==> src/rtl/fetch_prefetch_unit_pkg.sv <==
// Shared types and default widths for the instruction prefetch front end.
// The FSM states and the FIFO entry layout are both defined here.
package fetch_prefetch_unit_pkg;

  localparam int unsigned DEF_ADDR_W = 16;
  localparam int unsigned DEF_INST_W = 32;

  typedef enum logic [1:0] {
    IDLE  = 2'd0,
    RUN   = 2'd1,
    FLUSH = 2'd2
  } fetch_state_e;

  typedef struct packed {
    logic [DEF_ADDR_W-1:0] pc;
    logic [DEF_INST_W-1:0] inst;
  } fetch_entry_t;

endpackage

==> src/rtl/fetch_prefetch_unit_fifo.sv <==
// First-word-fall-through FIFO holding fetched {pc, inst} entries.
// Clear wins over push/pop; the head entry is always visible on head_o.
module fetch_prefetch_unit_fifo
  import fetch_prefetch_unit_pkg::*;
#(
  parameter int unsigned DEPTH = 4,
  parameter type entry_t = fetch_entry_t
) (
  input  logic                   clk_i,
  input  logic                   rst_i,
  input  logic                   clear_i,
  input  logic                   push_i,
  input  entry_t                 push_data_i,
  input  logic                   pop_i,
  output entry_t                 head_o,
  output logic [$clog2(DEPTH):0] count_o
);

  localparam int unsigned PTR_W = $clog2(DEPTH);
  localparam int unsigned CNT_W = $clog2(DEPTH) + 1;
  localparam logic [CNT_W-1:0] FULL_C = CNT_W'(DEPTH);

  entry_t           mem_q [DEPTH];
  logic [PTR_W-1:0] rd_ptr_q, rd_ptr_d;
  logic [PTR_W-1:0] wr_ptr_q, wr_ptr_d;
  logic [CNT_W-1:0] count_q, count_d;
  logic             do_push, do_pop;

  // A full FIFO can still accept a push when the head leaves in the same cycle.
  assign do_pop  = pop_i && (count_q != '0);
  assign do_push = push_i && ((count_q != FULL_C) || do_pop);

  always_comb begin
    rd_ptr_d = rd_ptr_q;
    wr_ptr_d = wr_ptr_q;
    count_d  = count_q;
    if (clear_i) begin
      rd_ptr_d = '0;
      wr_ptr_d = '0;
      count_d  = '0;
    end else begin
      if (do_push) wr_ptr_d = wr_ptr_q + 1'b1;
      if (do_pop)  rd_ptr_d = rd_ptr_q + 1'b1;
      case ({do_push, do_pop})
        2'b10:   count_d = count_q + 1'b1;
        2'b01:   count_d = count_q - 1'b1;
        default: count_d = count_q;
      endcase
    end
  end

  always_ff @(posedge clk_i) begin
    if (rst_i) begin
      rd_ptr_q <= '0;
      wr_ptr_q <= '0;
      count_q  <= '0;
      for (int i = 0; i < int'(DEPTH); i++) begin
        mem_q[i] <= '0;
      end
    end else begin
      rd_ptr_q <= rd_ptr_d;
      wr_ptr_q <= wr_ptr_d;
      count_q  <= count_d;
      if (do_push && !clear_i) begin
        mem_q[wr_ptr_q] <= push_data_i;
      end
    end
  end

  assign head_o  = mem_q[rd_ptr_q];
  assign count_o = count_q;

endmodule

==> src/rtl/fetch_prefetch_unit.sv <==
// Instruction fetch front end: streams sequential reads from a synchronous
// instruction memory into a prefetch FIFO and flushes/refetches on redirect.
module fetch_prefetch_unit
  import fetch_prefetch_unit_pkg::*;
#(
  parameter int unsigned       ADDR_W   = DEF_ADDR_W,
  parameter int unsigned       INST_W   = DEF_INST_W,
  parameter int unsigned       DEPTH    = 4,
  parameter logic [ADDR_W-1:0] RESET_PC = '0
) (
  input  logic                   clk_i,
  input  logic                   rst_i,
  output logic                   imem_en_o,
  output logic [ADDR_W-1:0]      imem_addr_o,
  input  logic [INST_W-1:0]      imem_rdata_i,
  input  logic                   redirect_valid_i,
  input  logic [ADDR_W-1:0]      redirect_pc_i,
  output logic                   out_valid_o,
  input  logic                   out_ready_i,
  output logic [INST_W-1:0]      out_inst_o,
  output logic [ADDR_W-1:0]      out_pc_o,
  output logic [$clog2(DEPTH):0] fifo_count_o
);

  localparam int unsigned CNT_W = $clog2(DEPTH) + 1;
  localparam logic [CNT_W:0] DEPTH_C = (CNT_W + 1)'(DEPTH);

  typedef struct packed {
    logic [ADDR_W-1:0] pc;
    logic [INST_W-1:0] inst;
  } entry_t;

  fetch_state_e      state_q, state_d;
  logic [ADDR_W-1:0] fetch_pc_q, fetch_pc_d;
  logic [ADDR_W-1:0] issue_pc_q, issue_pc_d;
  logic              inflight_q;

  logic              active, redirect, credit_ok, issue, push, pop;
  logic [CNT_W-1:0]  fifo_count;
  logic [CNT_W:0]    occupancy;
  entry_t            push_data, head;

  // Credits count both buffered words and the one read still in flight, so
  // the FIFO can never be asked to accept more than it holds.
  assign occupancy = {1'b0, fifo_count} + {{CNT_W{1'b0}}, inflight_q};
  assign credit_ok = occupancy < DEPTH_C;

  assign active   = (state_q == RUN) || (state_q == FLUSH);
  assign redirect = redirect_valid_i && (state_q != IDLE);
  assign issue    = active && credit_ok && !redirect;
  assign push     = inflight_q && (state_q == RUN) && !redirect;
  assign pop      = out_valid_o && out_ready_i;

  always_comb begin
    state_d    = state_q;
    fetch_pc_d = fetch_pc_q;
    issue_pc_d = issue_pc_q;
    case (state_q)
      IDLE:    state_d = RUN;
      RUN:     state_d = RUN;
      FLUSH:   state_d = RUN;
      default: state_d = IDLE;
    endcase
    if (redirect) begin
      state_d    = FLUSH;
      fetch_pc_d = redirect_pc_i;
    end else if (issue) begin
      fetch_pc_d = fetch_pc_q + 1'b1;
      issue_pc_d = fetch_pc_q;
    end
  end

  always_ff @(posedge clk_i) begin
    if (rst_i) begin
      state_q    <= IDLE;
      fetch_pc_q <= RESET_PC;
      issue_pc_q <= '0;
      inflight_q <= 1'b0;
    end else begin
      state_q    <= state_d;
      fetch_pc_q <= fetch_pc_d;
      issue_pc_q <= issue_pc_d;
      inflight_q <= issue;
    end
  end

  assign push_data = '{pc: issue_pc_q, inst: imem_rdata_i};

  fetch_prefetch_unit_fifo #(
    .DEPTH   (DEPTH),
    .entry_t (entry_t)
  ) u_fifo (
    .clk_i       (clk_i),
    .rst_i       (rst_i),
    .clear_i     (redirect),
    .push_i      (push),
    .push_data_i (push_data),
    .pop_i       (pop),
    .head_o      (head),
    .count_o     (fifo_count)
  );

  assign imem_en_o    = issue;
  assign imem_addr_o  = fetch_pc_q;
  assign out_valid_o  = (fifo_count != '0);
  assign out_inst_o   = head.inst;
  assign out_pc_o     = head.pc;
  assign fifo_count_o = fifo_count;

endmodule

==> config.mk <==
export PLATFORM = sky130hd
export DESIGN_NAME = fetch_prefetch_unit
export DESIGN_NICKNAME = d
export VERILOG_FILES = /design/src/rtl/fetch_prefetch_unit_pkg.sv /design/src/rtl/fetch_prefetch_unit_fifo.sv /design/src/rtl/fetch_prefetch_unit.sv
export SDC_FILE = /design/constraint.sdc
export NUM_CORES = 1
export LEC_CHECK = 0
export BUFFER_PORTS_ARGS = -buffer_cell sky130_fd_sc_hd__buf_2
export CORE_MARGIN = 5
export CORE_UTILIZATION = 35
export DETAILED_ROUTE_END_ITERATION = 10
export PLACE_DENSITY = 0.5
export SYNTH_ARGS = -nofsm -noshare
export SYNTH_HDL_FRONTEND = slang
export SYNTH_SLANG_ARGS = --single-unit
==> constraint.sdc <==
create_clock -name clk_i -period 3.6 [get_ports clk_i]
set_clock_uncertainty 0.1 [all_clocks]
set_input_delay 0.18 -clock clk_i [delete_from_list [all_inputs] [get_ports clk_i]]
set_output_delay 0.18 -clock clk_i [all_outputs]
set_load 0.03 [all_outputs]
# ---- Word-level counts from Yosys, hierarchy flattened
# Memories as Yosys holds them, arrays and structs flattened. A register that Yosys moved wholly into a read port is not among the register bits.
# Cells that the tools add are included.
dict set report word_totals {
  regBits 42
  latchBits 0
  ram_bits 192
  rom_bits 0
  in_bits 52
  output_inout_bits 69
  n_memories 1
}
# memory words width read_ports rd_clocked_by_memory_dff write_ports line
set mem_list {}
lappend mem_list {u_fifo.mem_q 4 48 1 1 4 fetch_prefetch_unit_fifo.sv:23} ;# entry_t mem_q [DEPTH];
dict set report op_classes {
  addsub 6
  mul 0
  n_div 0
  n_lt_le_gt_ge 1
  eq_ne 5
  n_shift 0
  n_mux 15
  bitwise 1
  reduce_logical 21
}
# operator count
set op_table {}
lappend op_table {{$mux 48} 1}
lappend op_table {{$reduce_or 48->1} 1}
lappend op_table {{$mux 16} 2}
lappend op_table {{$add 16x1->16 const B} 1}
lappend op_table {{$logic_and 1x1->1} 9}
lappend op_table {{$mux 2} 4}
lappend op_table {{$mux 1} 7}
lappend op_table {{$pmux 3 s2} 1}
lappend op_table {{$reduce_bool 2->1} 3}
lappend op_table {{$add 2x1->2 const B} 2}
lappend op_table {{$add 3x1->4} 1}
lappend op_table {{$eq 2x1->1 const B} 2}
lappend op_table {{$eq 2x2->1 const B} 2}
lappend op_table {{$lt 4x3->1 const B} 1}
lappend op_table {{$add 3x1->3 const B} 1}
lappend op_table {{$ne 3x3->1 const B} 1}
lappend op_table {{$reduce_bool 3->1} 1}
lappend op_table {{$reduce_or 3->1} 1}
lappend op_table {{$sub 3x1->3 const B} 1}
lappend op_table {{$logic_not 2->1} 1}
lappend op_table {{$logic_or 1x1->1} 2}
lappend op_table {{$reduce_and 2->1} 1}
lappend op_table {{$reduce_or 2->1} 1}
lappend op_table {{$logic_not 1->1} 1}
lappend op_table {{$not 1->1} 1}

# ---- Logic depth before layout (Yosys ltp)
# Gate-level depths: netlist of the first run.
dict set report depth {
  word_depth 11
  ltp_mapped 12
}

# ---- Cells and area by module
# A second synthesis of the first run with hierarchy kept.
dict set report unflattened {
  cells_unflattened 718
  hier_area_um2 10327.4
}
# module n_inst cells_each area_per_inst_um2 seq_area_each_um2
set modules_own_cells {}
lappend modules_own_cells {fetch_prefetch_unit_fifo 1 521 8748.4 5945.7}
lappend modules_own_cells {fetch_prefetch_unit 1 197 1579.0 700.7}

# ---- Least setup slack after synthesis of the first run
# OpenSTA, ideal clock, no wires.
dict set report synth_timing {
  path_type {flip-flop to flip-flop}
  from {register u_fifo.count_q[0], in the netlist u_fifo.count_o[0]}
  to {memory u_fifo.mem_q[1][0] (netlist name), enable pin}
  arrival_ps 2786
  required_ps 3087
  setup_slack_ps 301
  stages_incl_launch_ff 6
  n_path_buf 1
  path_cell_list {dfxtp_1 nor4b_1 or3_1 buf_2 or3_1 nand2b_1}
}
# element line
set synth_rtl {}
lappend synth_rtl {{start, declared} fetch_prefetch_unit_fifo.sv:26} ;# logic [CNT_W-1:0] count_q, count_d;
lappend synth_rtl {{start signal, assigned} fetch_prefetch_unit_fifo.sv:63} ;# count_q <= count_d;
lappend synth_rtl {{end, declared} fetch_prefetch_unit_fifo.sv:23}

==> results.sh, run 1 <==
export IMPL_status="complete, no violations"
export IMPL_grt_pass1_vias=6481
export IMPL_async_flop_share=0
export IMPL_synth_distinct_cells=45
export IMPL_yosysSeqAreaShare=0.651
export IMPL_gr_total_overflow=0
export IMPL_die_area_sq_um=32700
export IMPL_slew_violations=0
export IMPL_cts_tree="done"
export IMPL_grt_pass1_wl_mm=38.0
export IMPL_wl_mm=23.9
export IMPL_io_pins=121
export IMPL_path_max_fanout=20
export IMPL_final_fill_count=2638
export IMPL_end_kind="flip-flop"
export IMPL_synth_main_ff_cell="edfxtp_1"
export IMPL_crit_arrival_ps=2950
export IMPL_startpoint="state_q[1]$_SDFF_PP0_"
export IMPL_ys_warn_count=0
export IMPL_relSlewSlack=0.346
export IMPL_power_density_nw_per_um2=506
export IMPL_cts_root_buffer="clkbuf_16"
export IMPL_p_total_uw=6430
export IMPL_grtUsageMet2=0.247
export IMPL_drive_gt1_frac=0.263
export IMPL_slowest_stage="or3_1"
export IMPL_ff2ff_setup_slack_ps=740
export IMPL_cap_violations=0
export IMPL_grt_usage=0.145
export IMPL_use_met3=0.0296
export IMPL_setup_viol=0
export IMPL_required_ps=3690
export IMPL_timing_rr_end="u_fifo.mem_q[0][4]$_SDFFCE_PN0P_"
export IMPL_drtIter0Drc=261
export IMPL_ant_nets=0
export IMPL_path_clk_slew_ps=60
export IMPL_fmax_ghz=0.350
export IMPL_reg2reg_from="state_q[1]$_SDFF_PP0_"
export IMPL_io_buffers=120
export IMPL_num_rows=62
export IMPL_core_sq_um=28800
export IMPL_utilization=0.442
export IMPL_synth_edf_count=192
export IMPL_drt_pass1_iterations=4
export IMPL_critical_path_cell_chain="inv_1 -> ha_1 -> nor2b_1 -> or3_1 -> buf_4 -> or3_1 -> nand2b_2 -> buf_4"
export IMPL_initial_core_util=0.355
export IMPL_grt_antenna_before_repair=0
export IMPL_ys_ff_latch=236
export IMPL_worst_path_stages=8
export IMPL_cts_buffers=28
export IMPL_wire_per_inst_microns=18.4
export IMPL_final_cell_mix="192 x edfxtp_1, 144 x and2_1, 120 x buf_2, 76 x nor2_1"
export IMPL_synthCells=717
export IMPL_finalCritPeriodShare=0.793
export IMPL_fin_tns_setup_ps=0
export IMPL_hold_viol=0
export IMPL_area_growth_pct=24.5
export IMPL_tightest_slew_ps=974
export IMPL_hpwl_mm=14.9
export IMPL_cp_top_family="simple AND/OR/NAND/NOR gates"
export IMPL_post_route_drc_count=0
export IMPL_holdCritPathClass="input pin to flip-flop"
export IMPL_endpoint="u_fifo.mem_q[0][4]$_SDFFCE_PN0P_"
export IMPL_place_inst=1199
export IMPL_syn_cell_area_sq_um=10200
export IMPL_ir_worst_vdd_mv=0.294
export IMPL_stdcell_count=1300
export IMPL_drt_vias_per_instance=4.74
export IMPL_start_kind="flip-flop"
export IMPL_finalCriticalPeriod_ps=2860
export IMPL_grt_max_degree=48
export IMPL_reg2regPathDepth=8
export IMPL_die_width_microns=181
export IMPL_cp_num_buf_inv=3
export IMPL_gp_congestion=0.748
export IMPL_syn_area_per_cell_sq_um=14.2
export IMPL_cts_buffer_depth=3
export IMPL_clk_latency_ps=530
export IMPL_rsz0062_at_grt="false"
export IMPL_cts_setup_buffers=0
export IMPL_vias=6165
export IMPL_final_nets=951
export IMPL_die_y_microns=181
export IMPL_critPathMaxStageDelay_ps=540
export IMPL_met1_usage=0.196
export IMPL_grt_busiest_layer="met2"
export IMPL_mostFrequentLayoutCell="edfxtp_1"
export IMPL_h_tree_depth=1
export IMPL_clock_sinks=236
export IMPL_critPathKind="flip-flop to flip-flop"
export IMPL_synth_nets=775
export IMPL_p_leak_uw=0.00463
==> flip-flops by register name, summed over array words and instances, names as in the netlist, named ones only <==
| register | flops |
|---|---|
| u_fifo.count_o | 3 |
| u_fifo.mem_q | 192 |
| imem_addr_o | 16 |
| state_q | 2 |
| issue_pc_q | 16 |
| u_fifo.rd_ptr_q | 2 |
| u_fifo.wr_ptr_q | 2 |
| inflight_q | 1 |
==> worst min path at each step <==
stage / depth (start not counted) / slack (ps) / end / startpoint
2_1_floorplan: 2 / 260 / imem_addr_o[11]$_SDFFE_PP0P_ / redirect_pc_i[11]
3_3_place_gp: 2 / 350 / issue_pc_q[1]$_SDFFE_PP0P_ / issue_pc_q[1]$_SDFFE_PP0P_
3_5_place_dp: 2 / 350 / issue_pc_q[8]$_SDFFE_PP0P_ / issue_pc_q[8]$_SDFFE_PP0P_
4_1_cts: 4 / 60 / u_fifo.rd_ptr_q[0]$_SDFFE_PP0P_ / out_ready_i
5_1_grt: 4 / 90 / u_fifo.rd_ptr_q[0]$_SDFFE_PP0P_ / out_ready_i
6_report: 4 / 80 / u_fifo.rd_ptr_q[0]$_SDFFE_PP0P_ / out_ready_i
==> cell type report <==
cell class	count	area, sq um	area share
multi-input combinational	431	3360	0.264
sequential	236	6650	0.523
clock buffer	40	787	0.0619
clock inverter	12	136	0.0107
tap	384	480	0.0378
inverter	8	30.0	0.00236
antenna	1	2.50	0.000197
timing repair buffer	188	1270	0.0998
==> logic make-up (layout without fill, tap and decap cells) <==
family | Yosys count | in the layout | share of synthesized area
AND/OR/NAND/NOR | 318 | 318 | 0.172
flip-flops | 236 | 236 | 0.651
buffers and inverters | 50 | 248 | 0.0232
multiplexers | 48 | 48 | 0.106
AO/OA/AOI/OAI | 45 | 45 | 0.0281
XOR/XNOR | 14 | 14 | 0.0120
adder cells (fa/ha/maj) | 6 | 6 | 0.00809
other | 0 | 1 | 0
==> synth_stat cells (2+ instances only) <==
cell type,n,area share
edfxtp_1,192,0.56
and2_1,144,0.088
nor2_1,76,0.028
mux4_2,48,0.11
dfxtp_1,44,0.086
nand2_1,39,0.014
clkbuf_1,25,0.0092
a21oi_1,19,0.0093
nand2b_1,16,0.0098
a211oi_1,9,0.0066
or3_1,9,0.0055
xnor2_1,9,0.0077
buf_2,8,0.0039
a311oi_1,7,0.0060
inv_1,7,0.0026
o21ai_0,6,0.0029
ha_1,5,0.0061
nand3_1,5,0.0025
xor2_1,5,0.0043
buf_1,4,0.0015
buf_6,4,0.0044
nand4_1,4,0.0025
nor4_1,3,0.0018
nor4_2,3,0.0037
nor4b_1,3,0.0026
and3_1,2,0.0012
nor2b_1,2,0.0012
nor3_1,2,0.00098
==> power breakdown <==
part | switching, uW | internal, uW | leakage [uW]
combinational | 320 | 195 | 0.00184
clock | 1060 | 1730 | 0.000447
sequential | 67.2 | 3060 | 0.00235
total | 1450 | 4980 | 0.00463
==> routing by layer <==
layer / part of all wire / vias to the layer above
met5: 0 / -
met4: 0.012 / 0
met3: 0.050 / 23
met2: 0.49 / 131
met1: 0.44 / 3028
li1: - / 2983
==> worst reg2reg max path, stage by stage, from the launching register on <==
cell	delay, ps
dfxtp_1	310
inv_1	70
ha_1	160
nor2b_1	70
or3_1	520
buf_4	220
or3_1	540
nand2b_2	210
buf_4	320
==> stage by stage <==
stage               hold slack (ps)  setup slack [ps]  cell area (sq um)
floorplan                       258               301              10200
global placement                347               798              11300
detailed placement              347               741              11300
CTS                            64.9               678              12700
global route                   85.1               505              12700
finish                         79.3               745              12700
==> timing repair <==
item / 4_1_cts / 5_1_grt
endpoints found under the setup margin: 0 / 0
hold buffers: 48 / 0
hold endpoints to repair: 144 / 0
gates resized for setup: 0 / 0
Power figures use the tool's default switching activity.
==> inputs of run 2 (changes only) <==
==> constraint.sdc (replaced) <==
create_clock -name clk_i -period 2.8 [get_ports clk_i]
set_clock_uncertainty 0.1 [all_clocks]
set_input_delay 0.14 -clock clk_i [delete_from_list [all_inputs] [get_ports clk_i]]
set_output_delay 0.14 -clock clk_i [all_outputs]
set_load 0.03 [all_outputs]
==> results.sh, run 2 (synthesized netlist as in run 1, its figures left out) <==
export IMPL_hpwl_mm=14.2
export IMPL_cts_tree="done"
export IMPL_ir_worst_vdd_mv=0.454
export IMPL_relSlewSlack=0.645
export IMPL_finalCritPeriodShare=0.916
export IMPL_cts_resized_gates=0
export IMPL_cts_buffers=27
export IMPL_setup_viol=0
export IMPL_reg2regPathDepth=8
export IMPL_hold_viol=0
export IMPL_drive_gt1_frac=0.266
export IMPL_path_max_fanout=17
export IMPL_io_pins=121
export IMPL_required_ps=2560
export IMPL_top_register="u_fifo.mem_q"
export IMPL_mostFrequentLayoutCell="edfxtp_1"
export IMPL_start_kind="flip-flop"
export IMPL_gr_total_overflow=0
export IMPL_reg2reg_from="u_fifo.count_o[0]$_SDFFE_PP0P_"
export IMPL_core_sq_um=28800
export IMPL_final_nets=954
export IMPL_slew_violations=0
export IMPL_wl_met3_mm=1.16
export IMPL_p_leak_uw=0.00463
export IMPL_path_clk_slew_ps=60
export IMPL_utilization=0.442
export IMPL_critPathKind="flip-flop to output port"
export IMPL_dpl_cell_area_sq_um=11400
export IMPL_drt_pass1_iterations=4
export IMPL_holdCritStartpoint="out_ready_i"
export IMPL_largest_register_ffs=192
export IMPL_wl_met1_mm=10.4
export IMPL_vias=6114
export IMPL_io_buffers=120
export IMPL_cts_root_buffer="clkbuf_16"
export IMPL_diodes=0
export IMPL_critical_path_cell_chain="inv_1 -> ha_1 -> nand2b_1 -> nand3_1 -> clkinv_1 -> buf_2"
export IMPL_ff2ff_setup_slack_ps=300
export IMPL_min_path_cells=4
export IMPL_clock_sinks=236
export IMPL_power_density_nw_per_um2=625
export IMPL_area_growth_pct=24.5
export IMPL_layout_setup_ws_ps=235
export IMPL_tightest_slew_ps=532
export IMPL_wl_mm=23.2
export IMPL_post_route_drc_count=0
export IMPL_timing_rr_end="u_fifo.count_o[2]$_SDFFE_PP0P_"
export IMPL_fin_tns_setup_ps=0
export IMPL_fmax_ghz=0.390
export IMPL_holdCritPathClass="input pin to flip-flop"
export IMPL_die_y_microns=181
export IMPL_grt_antenna_before_repair=0
export IMPL_rsz0062_at_grt="false"
export IMPL_initial_core_util=0.355
export IMPL_ant_nets=0
export IMPL_final_cell_mix="192 x edfxtp_1, 144 x and2_1, 120 x buf_2, 76 x nor2_1, 50 x dlygate4sd3_1"
export IMPL_slowest_stage="clkinv_1"
export IMPL_end_kind="output port"
export IMPL_die_width_microns=181
export IMPL_fin_area_sq_um=12700
export IMPL_status="complete, no violations"
export IMPL_h_tree_depth=1
export IMPL_grt_pass1_wl_mm=37.3
export IMPL_finalCriticalPeriod_ps=2570
export IMPL_grt_usage=0.142
export IMPL_whs_ps=44.9
export IMPL_drtIter0Drc=320
export IMPL_pre_cts_ws_ps=333
export IMPL_wire_per_inst_microns=17.8
export IMPL_cts_buffer_depth=3
export IMPL_drt_vias_per_instance=4.70
export IMPL_num_rows=62
export IMPL_grt_pass1_vias=6605
export IMPL_grt_max_degree=49
export IMPL_routed_top_layer="met4"
export IMPL_die_area_sq_um=32700
export IMPL_clk_latency_ps=520
export IMPL_crit_arrival_ps=2330
export IMPL_gp_congestion=0.701
export IMPL_met2_length_mm=11.2
export IMPL_cap_violations=0
export IMPL_critPathMaxStageDelay_ps=380
-- run 2: how the worst max path moves through the flow --
stage | start | endpoint | slack, ps | cells after the start
after CTS | state_q[0]$_SDFF_PP0_ | imem_en_o | 200 | 6
after global routing | state_q[0]$_SDFF_PP0_ | imem_en_o | 30 | 6
final | state_q[0]$_SDFF_PP0_ | imem_en_o | 230 | 6
after global placement | u_fifo.count_o[0]$_SDFFE_PP0P_ | u_fifo.count_o[2]$_SDFFE_PP0P_ | 360 | 8
after floorplan | u_fifo.count_o[0]$_SDFFE_PP0P_ | u_fifo.mem_q[1][0]$_SDFFCE_PN0P_ | 40 | 5
after detailed placement | u_fifo.count_o[0]$_SDFFE_PP0P_ | u_fifo.count_o[2]$_SDFFE_PP0P_ | 330 | 8
-- run 2: final cells by class --
cell class	instances	area, sq um
Tap cell	384	480
Timing Repair Buffer	192	1370
Sequential cell	236	6650
Inverter	8	30.0
Multi-Input combinational cell	431	3370
Clock buffer	33	708
Fill cell	2637	16100
Clock inverter	17	110
-- run 2: worst max-delay path, delay by kind of cell (launching register included) --
family	cells	cell delay, ps
flip-flops	1	350
adder cells (fa/ha/maj)	1	200
buffers and inverters	3	780
AND/OR/NAND/NOR	2	470
-- run 2: power breakdown --
group / switching, uW / internal [uW]
clock network: 1370 / 1880
registers: 81.9 / 3930
logic: 417 / 263
total: 1870 / 6080
-- run 2: repair_timing --
item	in CTS	in global routing
buffers inserted	0	0
hold endpoints to repair	145	0
hold buffers	50	0
-- run 2: per-stage QoR --
stage,cells,power (uW)
final,1301,7950
after floorplan,717,4470
after CTS,1301,8060
after detailed placement,1201,4730
after global placement,1201,4730
after global routing,1301,8240
-- run 2: layer usage --
layer	track usage	up-vias
li1	-	2971
met2	0.238	143
met1	0.192	2966
met5	0	-
met4	0.0299	0
met3	0.0273	34
==> inputs of run 3 (changes only) <==
==> constraint.sdc (replaced) <==
create_clock -name clk_i -period 2.8 [get_ports clk_i]
set_clock_uncertainty 0.1 [all_clocks]
set_input_delay 0.14 -clock clk_i [delete_from_list [all_inputs] [get_ports clk_i]]
set_output_delay 0.14 -clock clk_i [all_outputs]
set_load 0.05 [all_outputs]
==> results.sh, run 3 (synthesized netlist as in run 1, its figures left out) <==
export IMPL_end_kind="output port"
export IMPL_tightest_slew_ps=539
export IMPL_vias=6200
export IMPL_holdCritPathClass="input pin to flip-flop"
export IMPL_grt_usage=0.145
export IMPL_clock_sinks=236
export IMPL_grt_pass1_vias=6746
export IMPL_wire_per_inst_microns=18.2
export IMPL_drive_gt1_frac=0.267
export IMPL_p_switching_uw=1960
export IMPL_power_frac_seq=0.495
export IMPL_io_buffers=120
export IMPL_die_y_microns=181
export IMPL_cts_tree="done"
export IMPL_mostFrequentLayoutCell="edfxtp_1"
export IMPL_setup_viol=0
export IMPL_fmax_ghz=0.393
export IMPL_finalCriticalPeriod_ps=2540
export IMPL_area_growth_pct=24.8
export IMPL_p_int_uw=6170
export IMPL_final_cell_mix="192 x edfxtp_1, 144 x and2_1, 120 x buf_2, 76 x nor2_1"
export IMPL_hpwl_mm=14.7
export IMPL_power_density_nw_per_um2=637
export IMPL_drt_pass1_iterations=4
export IMPL_finalCritPeriodShare=0.909
export IMPL_final_fill_count=2624
export IMPL_start_kind="flip-flop"
export IMPL_power_frac_clock=0.408
export IMPL_wl_mm=23.7
export IMPL_rsz0062_at_grt="false"
export IMPL_fin_tns_setup_ps=0
export IMPL_path_clk_slew_ps=60
export IMPL_ir_worst_vdd_mv=0.460
export IMPL_die_area_sq_um=32700
export IMPL_layout_setup_ws_ps=256
export IMPL_grt_antenna_before_repair=0
export IMPL_ff2ff_setup_slack_ps=320
export IMPL_grt_pass1_wl_mm=38.1
export IMPL_layout_area_seq_sq_um=6650
export IMPL_whs_ps=32.3
export IMPL_initial_core_util=0.355
export IMPL_power_share_combinational=0.097
export IMPL_slew_violations=0
export IMPL_multi_input_area_sq_um=3380
export IMPL_status="complete, no violations"
export IMPL_utilization=0.443
export IMPL_drtIter0Drc=261
export IMPL_ant_nets=0
export IMPL_met2_length_mm=11.5
export IMPL_fin_area_sq_um=12700
export IMPL_io_pins=121
export IMPL_grt_max_degree=49
export IMPL_gr_total_overflow=0
export IMPL_wl_met3_microns=895
export IMPL_crit_arrival_ps=2300
export IMPL_required_ps=2560
export IMPL_routed_top_layer="met4"
export IMPL_pre_cts_ws_ps=176
export IMPL_h_tree_depth=1
export IMPL_critPathKind="flip-flop to output port"
export IMPL_num_rows=62
export IMPL_top_register="u_fifo.mem_q"
export IMPL_cts_root_buffer="clkbuf_16"
export IMPL_wl_met1_mm=10.9
export IMPL_hold_viol=0
export IMPL_die_width_microns=181
export IMPL_path_max_fanout=17
export IMPL_final_nets=956
export IMPL_post_route_drc_count=0
export IMPL_relSlewSlack=0.641
export IMPL_dpl_cell_area_sq_um=11400
export IMPL_core_sq_um=28800
export IMPL_diodes=0
export IMPL_drt_vias_per_instance=4.76
export IMPL_cts_setup_buffers=0
export IMPL_cap_violations=0
export IMPL_cts_buffer_depth=3
export IMPL_cts_buffers=27
export IMPL_sw_frac_of_total=0.241
export IMPL_largest_register_ffs=192
export IMPL_gp_congestion=0.741
export IMPL_p_leak_uw=0.00465
export IMPL_clk_latency_ps=530
## run 3: path summary, 6_finish.rpt
| check | startpoint | end | cells past startpoint |
|---|---|---|---|
| setup / recovery | state_q[0]$_SDFF_PP0_ | imem_en_o | 6 |
| hold / removal | rst_i | state_q[1]$_SDFF_PP0_ | 3 |
| setup reg to reg | state_q[0]$_SDFF_PP0_ | u_fifo.count_o[2]$_SDFFE_PP0P_ | 10 |
| hold reg to reg | issue_pc_q[10]$_SDFFE_PP0P_ | issue_pc_q[10]$_SDFFE_PP0P_ | 2 |
## run 3: routing by layer
layer,GRT usage,vias to the layer above
met2,0.246,125
met4,0.0306,0
met1,0.200,3060
met3,0.0221,34
li1,-,2981
met5,0,-
## run 3: worst max-delay path: stages (launching register included)
cell and delay, ps:
dfxtp_1 360, inv_1 50, ha_1 330, nor2b_1 170
nand3_1 110, clkinv_1 370, buf_2 370
## run 3: timing repair
item	4_1_cts	5_1_grt
setup endpoints to repair	0	1
endpoints found under the hold margin	144	0
resized for setup	0	1
hold buffers	48	0
## run 3: power groups by stage
stage	registers (uW)	clock network, uW	logic, uW
floorplan	4140	0	437
global placement	4090	0	745
CTS	4020	3410	801
global route	4040	3540	842
finish	4020	3320	786
detailed placement	4090	0	746
## run 3: layout make-up
class,count,area share
clock buffer,39,0.0565
tap,384,0.0377
timing repair buffer,194,0.108
multi-input combinational,431,0.265
sequential,236,0.522
clock inverter,10,0.00805
inverter,8,0.00236
## run 3: per-stage QoR
stage	std cells	power (uW)
after floorplan	717	4580
after global placement	1205	4840
after detailed placement	1205	4840
after CTS	1302	8230
after global routing	1302	8420
final	1302	8120
